### src/rtl/ula_op_sequencer.sv
// Keypad-driven sequencer for the ULA: turns strobed key codes into two 2-digit operands and an
// operation, launches the ALU with a start/done handshake and holds the result or error for display.
module ula_op_sequencer #(
    parameter int         TIMEOUT_CYC = 1024,
    parameter logic [7:0] K_ADD       = 8'd10,
    parameter logic [7:0] K_SUB       = 8'd11,
    parameter logic [7:0] K_MUL       = 8'd12,
    parameter logic [7:0] K_DIV       = 8'd13,
    parameter logic [7:0] K_EQ        = 8'd14,
    parameter logic [7:0] K_DEF_A     = 8'd15,
    parameter logic [7:0] K_CLEAR     = 8'd16,
    parameter logic [7:0] K_ON_OFF    = 8'd18,
    parameter logic [7:0] K_DEF_B     = 8'd19
) (
    input  logic               CLOCK_50,
    input  logic               RESET_N,
    input  logic [7:0]         data,
    input  logic               validate,
    input  logic               alu_done,
    input  logic               alu_err,
    input  logic signed [15:0] alu_result,
    output logic [7:0]         out_A,
    output logic [7:0]         out_B,
    output logic [1:0]         alu_op,
    output logic               alu_start,
    output logic signed [15:0] result,
    output logic               result_valid,
    output logic               error,
    output logic               power_on,
    output logic               busy
);

    localparam int TW = $clog2(TIMEOUT_CYC + 1);

    typedef enum logic [2:0] {
        S_OFF, S_IDLE, S_EDIT_A, S_EDIT_B, S_WAIT, S_SHOW, S_ERROR
    } state_t;

    state_t             r_state;
    logic [2:0]         r_v_sync;
    logic [1:0]         r_cnt_A;
    logic [1:0]         r_cnt_B;
    logic               r_op_set;
    logic [TW-1:0]      r_timer;
    logic [7:0]         r_out_A;
    logic [7:0]         r_out_B;
    logic [1:0]         r_alu_op;
    logic               r_alu_start;
    logic signed [15:0] r_result;
    logic               r_result_valid;
    logic               r_error;
    logic               r_power_on;
    logic               r_busy;

    logic               w_key_evt;
    logic               w_is_digit;
    logic               w_is_op;
    logic [1:0]         w_op_code;

    // Two flops resynchronise the asynchronous strobe; the third gives the rising-edge detect.
    always_ff @(posedge CLOCK_50 or negedge RESET_N) begin
        if (!RESET_N) r_v_sync <= 3'b000;
        else          r_v_sync <= {r_v_sync[1:0], validate};
    end

    assign w_key_evt  = r_v_sync[1] & ~r_v_sync[2];
    assign w_is_digit = (data <= 8'd9);

    always_comb begin
        w_is_op   = 1'b1;
        w_op_code = 2'b00;
        if      (data == K_ADD) w_op_code = 2'b00;
        else if (data == K_SUB) w_op_code = 2'b01;
        else if (data == K_MUL) w_op_code = 2'b10;
        else if (data == K_DIV) w_op_code = 2'b11;
        else                    w_is_op   = 1'b0;
    end

    always_ff @(posedge CLOCK_50 or negedge RESET_N) begin
        if (!RESET_N) begin
            r_state        <= S_OFF;
            r_cnt_A        <= 2'd0;
            r_cnt_B        <= 2'd0;
            r_op_set       <= 1'b0;
            r_timer        <= '0;
            r_out_A        <= 8'd0;
            r_out_B        <= 8'd0;
            r_alu_op       <= 2'b00;
            r_alu_start    <= 1'b0;
            r_result       <= 16'sd0;
            r_result_valid <= 1'b0;
            r_error        <= 1'b0;
            r_power_on     <= 1'b0;
            r_busy         <= 1'b0;
        end else begin
            r_alu_start <= 1'b0;
            if (r_state == S_OFF) begin
                if (w_key_evt && data == K_ON_OFF) begin
                    r_state    <= S_IDLE;
                    r_power_on <= 1'b1;
                end
            end else if (w_key_evt && (data == K_ON_OFF || data == K_CLEAR)) begin
                // Power-off and clear share the wipe; both also abort an operation in flight.
                r_state        <= (data == K_ON_OFF) ? S_OFF : S_IDLE;
                r_power_on     <= (data != K_ON_OFF);
                r_cnt_A        <= 2'd0;
                r_cnt_B        <= 2'd0;
                r_op_set       <= 1'b0;
                r_timer        <= '0;
                r_out_A        <= 8'd0;
                r_out_B        <= 8'd0;
                r_alu_op       <= 2'b00;
                r_result       <= 16'sd0;
                r_result_valid <= 1'b0;
                r_error        <= 1'b0;
                r_busy         <= 1'b0;
            end else if (r_state == S_WAIT) begin
                // A done coinciding with our own start pulse is stale and must not complete the op.
                if (alu_done && !r_alu_start) begin
                    r_busy <= 1'b0;
                    if (alu_err) begin
                        r_error        <= 1'b1;
                        r_result_valid <= 1'b0;
                        r_state        <= S_ERROR;
                    end else begin
                        r_result       <= alu_result;
                        r_result_valid <= 1'b1;
                        r_state        <= S_SHOW;
                    end
                end else if (r_timer == TW'(TIMEOUT_CYC - 1)) begin
                    r_error <= 1'b1;
                    r_busy  <= 1'b0;
                    r_state <= S_ERROR;
                end else begin
                    r_timer <= r_timer + 1'b1;
                end
            end else if (w_key_evt) begin
                if (data == K_DEF_A) begin
                    r_out_A        <= 8'd0;
                    r_cnt_A        <= 2'd0;
                    r_result_valid <= 1'b0;
                    r_error        <= 1'b0;
                    r_state        <= S_EDIT_A;
                end else if (data == K_DEF_B) begin
                    r_out_B        <= 8'd0;
                    r_cnt_B        <= 2'd0;
                    r_result_valid <= 1'b0;
                    r_error        <= 1'b0;
                    r_state        <= S_EDIT_B;
                end else if (w_is_digit && r_state == S_EDIT_A) begin
                    if (r_cnt_A == 2'd0) begin
                        r_out_A <= data;
                        r_cnt_A <= 2'd1;
                    end else if (r_cnt_A == 2'd1) begin
                        r_out_A <= (r_out_A << 3) + (r_out_A << 1) + data;
                        r_cnt_A <= 2'd2;
                    end
                end else if (w_is_digit && r_state == S_EDIT_B) begin
                    if (r_cnt_B == 2'd0) begin
                        r_out_B <= data;
                        r_cnt_B <= 2'd1;
                    end else if (r_cnt_B == 2'd1) begin
                        r_out_B <= (r_out_B << 3) + (r_out_B << 1) + data;
                        r_cnt_B <= 2'd2;
                    end
                end else if (w_is_op && r_state != S_ERROR) begin
                    r_alu_op <= w_op_code;
                    r_op_set <= 1'b1;
                end else if (data == K_EQ && r_state != S_ERROR && r_op_set) begin
                    r_alu_start <= 1'b1;
                    r_busy      <= 1'b1;
                    r_timer     <= '0;
                    r_state     <= S_WAIT;
                end
            end
        end
    end

    assign out_A        = r_out_A;
    assign out_B        = r_out_B;
    assign alu_op       = r_alu_op;
    assign alu_start    = r_alu_start;
    assign result       = r_result;
    assign result_valid = r_result_valid;
    assign error        = r_error;
    assign power_on     = r_power_on;
    assign busy         = r_busy;

endmodule
### config.mk
export PLATFORM = sky130hd
export DESIGN_NAME = ula_op_sequencer
export DESIGN_NICKNAME = d
export VERILOG_FILES = /design/src/rtl/ula_op_sequencer.sv
export SDC_FILE = /design/constraint.sdc
export NUM_CORES = 1
export LEC_CHECK = 0
export BUFFER_PORTS_ARGS = -buffer_cell sky130_fd_sc_hd__buf_4
export CORE_UTILIZATION = 50
export CTS_BUF_LIST = sky130_fd_sc_hd__clkbuf_4
export DETAILED_ROUTE_END_ITERATION = 8
export PLACE_DENSITY_LB_ADDON = 0.3
export SETUP_SLACK_MARGIN = 0.5
export SLEW_MARGIN = 20
export SYNTH_ARGS = -nofsm -noshare
export SYNTH_HDL_FRONTEND = slang
export SYNTH_SLANG_ARGS = --single-unit
export TNS_END_PERCENT = 30
### constraint.sdc
create_clock -name CLOCK_50 -period 3.65 [get_ports CLOCK_50]
set_input_delay 1.095 -clock CLOCK_50 [delete_from_list [all_inputs] [get_ports CLOCK_50]]
set_output_delay 1.095 -clock CLOCK_50 [all_outputs]
set_load 0.03 [all_outputs]
==> results of run 1 <==
registers in the layout, indices dropped and copies added, names as in the netlist:
name / flops
r_cnt_B: 2
r_op_set: 1
out_A: 8
r_cnt_A: 2
result: 16
r_state: 3
result_valid: 1
alu_op: 2
r_v_sync: 3
alu_start: 1
power_on: 1
error: 1
out_B: 8
busy: 1
r_timer: 11
through the flow:
step | utilization | setup WS [ns]
global placement | 0.607 | 0.480
CTS | 0.627 | 0.883
floorplan | - | 0.861
global route | 0.628 | 0.791
detailed placement | 0.607 | 0.432
finish | 0.628 | 0.929
cell families (layout without fill, tap and decap cells):
logic type	Yosys count	count (layout)	synth area share
AND/OR/NAND/NOR	107	107	0.162
AO/OA/AOI/OAI	105	105	0.199
flip-flops	61	61	0.428
buffers and inverters	29	102	0.0361
adder cells (fa/ha/maj)	25	25	0.109
XOR/XNOR	15	15	0.0368
multiplexers	10	10	0.0294
cells in the final DEF (no fill, tap or decap), types with 10 or more instances in the layout:
master	n
buf_4	70
dfrtp_1	61
nand2_1	45
o21ai_0	30
inv_1	16
a22o_1	16
a21oi_1	15
ha_1	15
xor2_1	11
nand3_1	10
fa_1	10
worst max-delay path, delay by kind of cell:
| kind | cells | cell delay (ns) |
|---|---|---|
| and+or+nand+nor | 2 | 1.02 |
| AOI/OAI and AO/OA | 3 | 0.73 |
| buffers and inverters | 1 | 0.14 |
final cells by class:
cell class	count	area [µm²]	area share
Tap cell	96	120	0.0280
Timing Repair Buffer	70	526	0.122
Inverter	16	60.1	0.0140
Clock buffer	9	67.6	0.0157
Clock inverter	7	72.6	0.0169
Sequential cell	61	1530	0.356
Multi-Input combinational cell	262	1920	0.447
path summary, 6_finish.rpt:
kind | from | endpoint | slack (ns) | cells past startpoint
worst min-delay path | r_v_sync[0] | r_v_sync[1] | 0.36 | 0
min in group asynchronous | RESET_N | result[15] | 0.73 | 1
max in group asynchronous | RESET_N | result[1] | 2.42 | 1
worst min register to register | r_v_sync[0] | r_v_sync[1] | 0.36 | 0
worst max-delay path | data[6] | busy | 0.93 | 6
worst max register to register | r_state[0] | r_state[0] | 1.13 | 5
layer usage:
| metal | wire length [µm] | global-route usage | part of all wire | vias to the layer above |
|---|---|---|---|---|
| li1 | - | - | - | 1428 |
| met1 | 3600 | 0.323 | 0.45 | 1438 |
| met2 | 3810 | 0.355 | 0.47 | 108 |
| met3 | 433 | 0.0476 | 0.054 | 26 |
| met4 | 240 | 0.102 | 0.030 | 0 |
| met5 | 0 | 0 | 0 | - |
power by group through the flow:
| stage | registers (W) | clock network (W) | logic [W] |
|---|---|---|---|
| floorplan | 0.00115 | 0 | 0.000556 |
| global route | 0.000979 | 0.000530 | 0.00120 |
| finish | 0.000961 | 0.000484 | 0.00111 |
| detailed placement | 0.000969 | 0 | 0.00110 |
| CTS | 0.000959 | 0.000495 | 0.00111 |
| global placement | 0.000969 | 0 | 0.00109 |
==> results_dict.tcl, run 1 <==
set metrics [dict create \
    status "finished, final reports clean" \
    finalPower_w 0.00255 \
    grtUsageTotal 0.233 \
    core_area_um2 6830 \
    grt_antenna_before_repair 0 \
    yosys.area.top_type "dfrtp_1" \
    hold_class "register to register" \
    maxCapViolCount 0 \
    avgSynthCellArea_um2 10.1 \
    drc 0 \
    h-tree-depth 3 \
    holdWs_ns 0.364 \
    yosysWarnings 0 \
    clk_latency_ns 0.42 \
    cts_setup_buffers 0 \
    vias 3000 \
    synth.distinct_cells 62 \
    net-switching-power_w 0.00106 \
    dr.pass1.iters 4 \
    arrival_ns 2.99 \
    gp_congestion 0.896 \
    synthesis.nets 406 \
    fin_nets 474 \
    finalWirelength_um 8090 \
    ios 68 \
    synth-main-ff-cell "dfrtp_1" \
    yosysMostFrequentCell "dfrtp_1" \
    swShare 0.415 \
    io_buffers 67 \
    cts-root-buf "clkbuf_4" \
    netlist_top_cells_count "61 x dfrtp_1, 45 x nand2_1, 30 x o21ai_0" \
    clock.fmax_ghz 0.368 \
    tns_ns 0 \
    syn_to_final_growth_pct 20.2 \
    rsz0062_at_grt "no" \
    grt_max_degree 62 \
    fin_crit_sh 0.745 \
    slew_violations 0 \
    stdcell_area_um2 4290 \
    clkPwrFrac 0.190 \
    ctsHoldBuffers 0 \
    cts_tree "yes" \
    crit_path_end_kind "register" \
    grt_overflow 0 \
    grt_pass1_vias 2832 \
    min_period_ns 2.72 \
    p_per_area_nw_per_um2 595 \
    hold_violations 0 \
    crit_chain "buf_4, or3_1, nor3_2, o21ai_0, a22oi_1, o32ai_1" \
    tightestPinTransition_ns 0.859 \
    stdcell_count 521 \
    p_comb_frac 0.434 \
    drtAntennaViolNets 0 \
    placedCellCount 505 \
    cts-resized-gates 0 \
    p_leak_nw 2.03 \
    fp-row-count 30 \
    ys_ff_latch 61 \
    design.die.area_um2 7480 \
    worst-setup-path-type "input port to register" \
    syn-cell-area_um2 3570 \
    drt_iter0_drc 204 \
    clk_path_buf_depth 2 \
    cp-start-kind "input port" \
    yosys.area.top_type_share 0.428 \
    antennaDiodeCount 0 \
    internal-power_w 0.00149 \
    fin_skew_ns 0.00816 \
    viasPerCell 5.76 \
    syn_inst 352 \
    required_ns 3.92 \
    synth-async-reset-ratio 1.00 \
    cp_slowest_cell "nor3_2" \
    p_seq_frac 0.376 \
    critPathMaxFanout 8 \
    clk_pin_slew_worst_paths_ns 0.11 \
    initial_core_util 0.523 \
    setup_viol 0 \
    cpPeakStageDelay_ns 0.54 \
    synth-edff-count 0 \
    drive_above_1_share 0.238 \
    cts_num_sinks 61 \
    synth.area.top_cells "dfrtp_1 43%, fa_1 5.6%, ha_1 5.3%" \
    die_w_um 86.5 \
    die_y_um 86.5 \
    cts_inserted_buffers 9 \
    grt_pass1_wl_um 13400 \
    fill_cells 576 \
    wl_per_cell_um 15.5 \
    peakVddDrop_mv 0.406 \
    hpwl_um 5910 \
    relSlewSlack 0.427 \
    yosysSeqAreaShare 0.428 \
    post_dp_cell_area_um2 4150 \
]
No activity file was read; power rests on OpenSTA's default activity.
==> inputs of run 2 (changes only) <==
Clock period 3.65 ns to 2.8 ns, I/O delays scaled along.
==> results_dict.tcl, run 2 (synthesized netlist as in run 1, its figures left out) <==
set metrics [dict create \
    status "finished, final reports clean" \
    grt_max_degree 62 \
    clk_latency_ns 0.41 \
    design.die.area_um2 7480 \
    viasPerCell 5.66 \
    p_per_area_nw_per_um2 803 \
    hold_path_depth 0 \
    fin_skew_ns 0.0104 \
    startpoint "data[6]" \
    arrival_ns 2.57 \
    drive_above_1_share 0.276 \
    grtUsageTotal 0.239 \
    clk_pin_slew_worst_paths_ns 0.11 \
    r2r_start "r_state[0]" \
    grt_pass1_wl_um 13600 \
    ctsHoldBuffers 0 \
    hp-start "r_v_sync[0]" \
    finalPower_w 0.00360 \
    maxCapViolCount 0 \
    fin_nets 487 \
    cp-start-kind "input port" \
    initial_core_util 0.523 \
    cts_tree "yes" \
    cts_setup_buffers 0 \
    crit_chain "buf_4, or4_4, nor4_4, and2_1, o311ai_2, mux2_2" \
    fp-row-count 30 \
    clock.fmax_ghz 0.442 \
    clk_path_buf_depth 2 \
    tightestPinTransition_ns 0.750 \
    worst-setup-path-type "input port to register" \
    drtAntennaViolNets 0 \
    setup_viol 0 \
    syn_to_final_growth_pct 25.4 \
    min_period_ns 2.26 \
    antennaDiodeCount 0 \
    slew_violations 0 \
    relSlewSlack 0.500 \
    die_w_um 86.5 \
    fin_crit_sh 0.808 \
    ios 68 \
    cpPeakStageDelay_ns 0.59 \
    hold_path_end "r_v_sync[1]" \
    finalWirelength_um 8280 \
    peakVddDrop_mv 0.593 \
    io_buffers 67 \
    grt_overflow 0 \
    mostFrequentLayoutCells "83 x buf_4, 61 x dfrtp_1, 45 x nand2_1" \
    hold_violations 0 \
    r2r_cells 5 \
    tns_ns 0 \
    cts-resized-gates 1 \
    hpwl_um 6060 \
    largest_register_ffs 16 \
    die_y_um 86.5 \
    stdcell_count 534 \
    wl_per_cell_um 15.5 \
    r2r_setup_slack_ns 0.63 \
    cts-root-buf "clkbuf_4" \
    grt_antenna_before_repair 0 \
    gp_congestion 1.00 \
    placedCellCount 518 \
    h-tree-depth 3 \
    hold_class "register to register" \
    p_leak_nw 2.12 \
    grt_pass1_vias 2924 \
    r2r_end "r_state[0]" \
    dr.pass1.iters 4 \
    drt_iter0_drc 164 \
    cts_inserted_buffers 9 \
    crit_path_end_kind "register" \
    cts_num_sinks 61 \
    final_common_cell "buf_4" \
    required_ns 3.10 \
    critPathMaxFanout 6 \
    cp_slowest_cell "or4_4" \
    rsz0062_at_grt "yes" \
    core_area_um2 6830 \
    vias 3021 \
    drc 0 \
]
## run 2: area by class of cell
| type | instances | area, µm² |
|---|---|---|
| fillers | 561 | 2350 |
| multi-input cells | 262 | 1960 |
| flip-flops and latches | 61 | 1530 |
| clock inverters | 7 | 123 |
| repair buffers | 83 | 623 |
| well taps | 96 | 120 |
| inverters | 16 | 60.1 |
| clock buffers | 9 | 67.6 |
## run 2: worst max-delay path by stage
stage | endpoint | slack [ns] | depth (start not counted)
global placement | r_state[1] | 0.12 | 6
detailed placement | error | 0.12 | 7
global route | busy | 0.48 | 6
finish | r_state[0] | 0.54 | 6
floorplan | r_state[0] | 0.32 | 6
CTS | r_state[0] | 0.51 | 6
## run 2: worst max-delay path, delay by kind of cell
family,cells,cell delay (ns)
AND/OR/NAND/NOR,3,1.16
multiplexers,1,0.30
buffers and inverters,1,0.14
AO/OA/AOI/OAI,1,0.14
## run 2: stage by stage
step / util / area [µm²] / worst slack (ns) / hold slack, ns
after floorplan: - / 3610 / 0.322 / 0.331
after global placement: 0.624 / 4260 / 0.121 / 0.337
after detailed placement: 0.624 / 4260 / 0.118 / 0.340
after CTS: 0.653 / 4460 / 0.507 / 0.373
after global routing: 0.655 / 4480 / 0.477 / 0.362
final: 0.655 / 4480 / 0.537 / 0.369
## run 2: routing by layer
layer	vias up	GRT usage	share of wire
li1	1457	-	-
met1	1467	0.324	0.45
met2	85	0.377	0.49
met3	12	0.0600	0.052
met4	0	0.0818	0.013
met5	-	0	0
## run 2: power by group
| part | switching [W] | leakage (nW) | internal, W | total [W] |
|---|---|---|---|---|
| Combinational | 0.000881 | 1.23 | 0.000646 | 0.00153 |
| Sequential | 0.000175 | 0.796 | 0.00108 | 0.00125 |
| Clock | 0.000359 | 0.0928 | 0.000456 | 0.000815 |
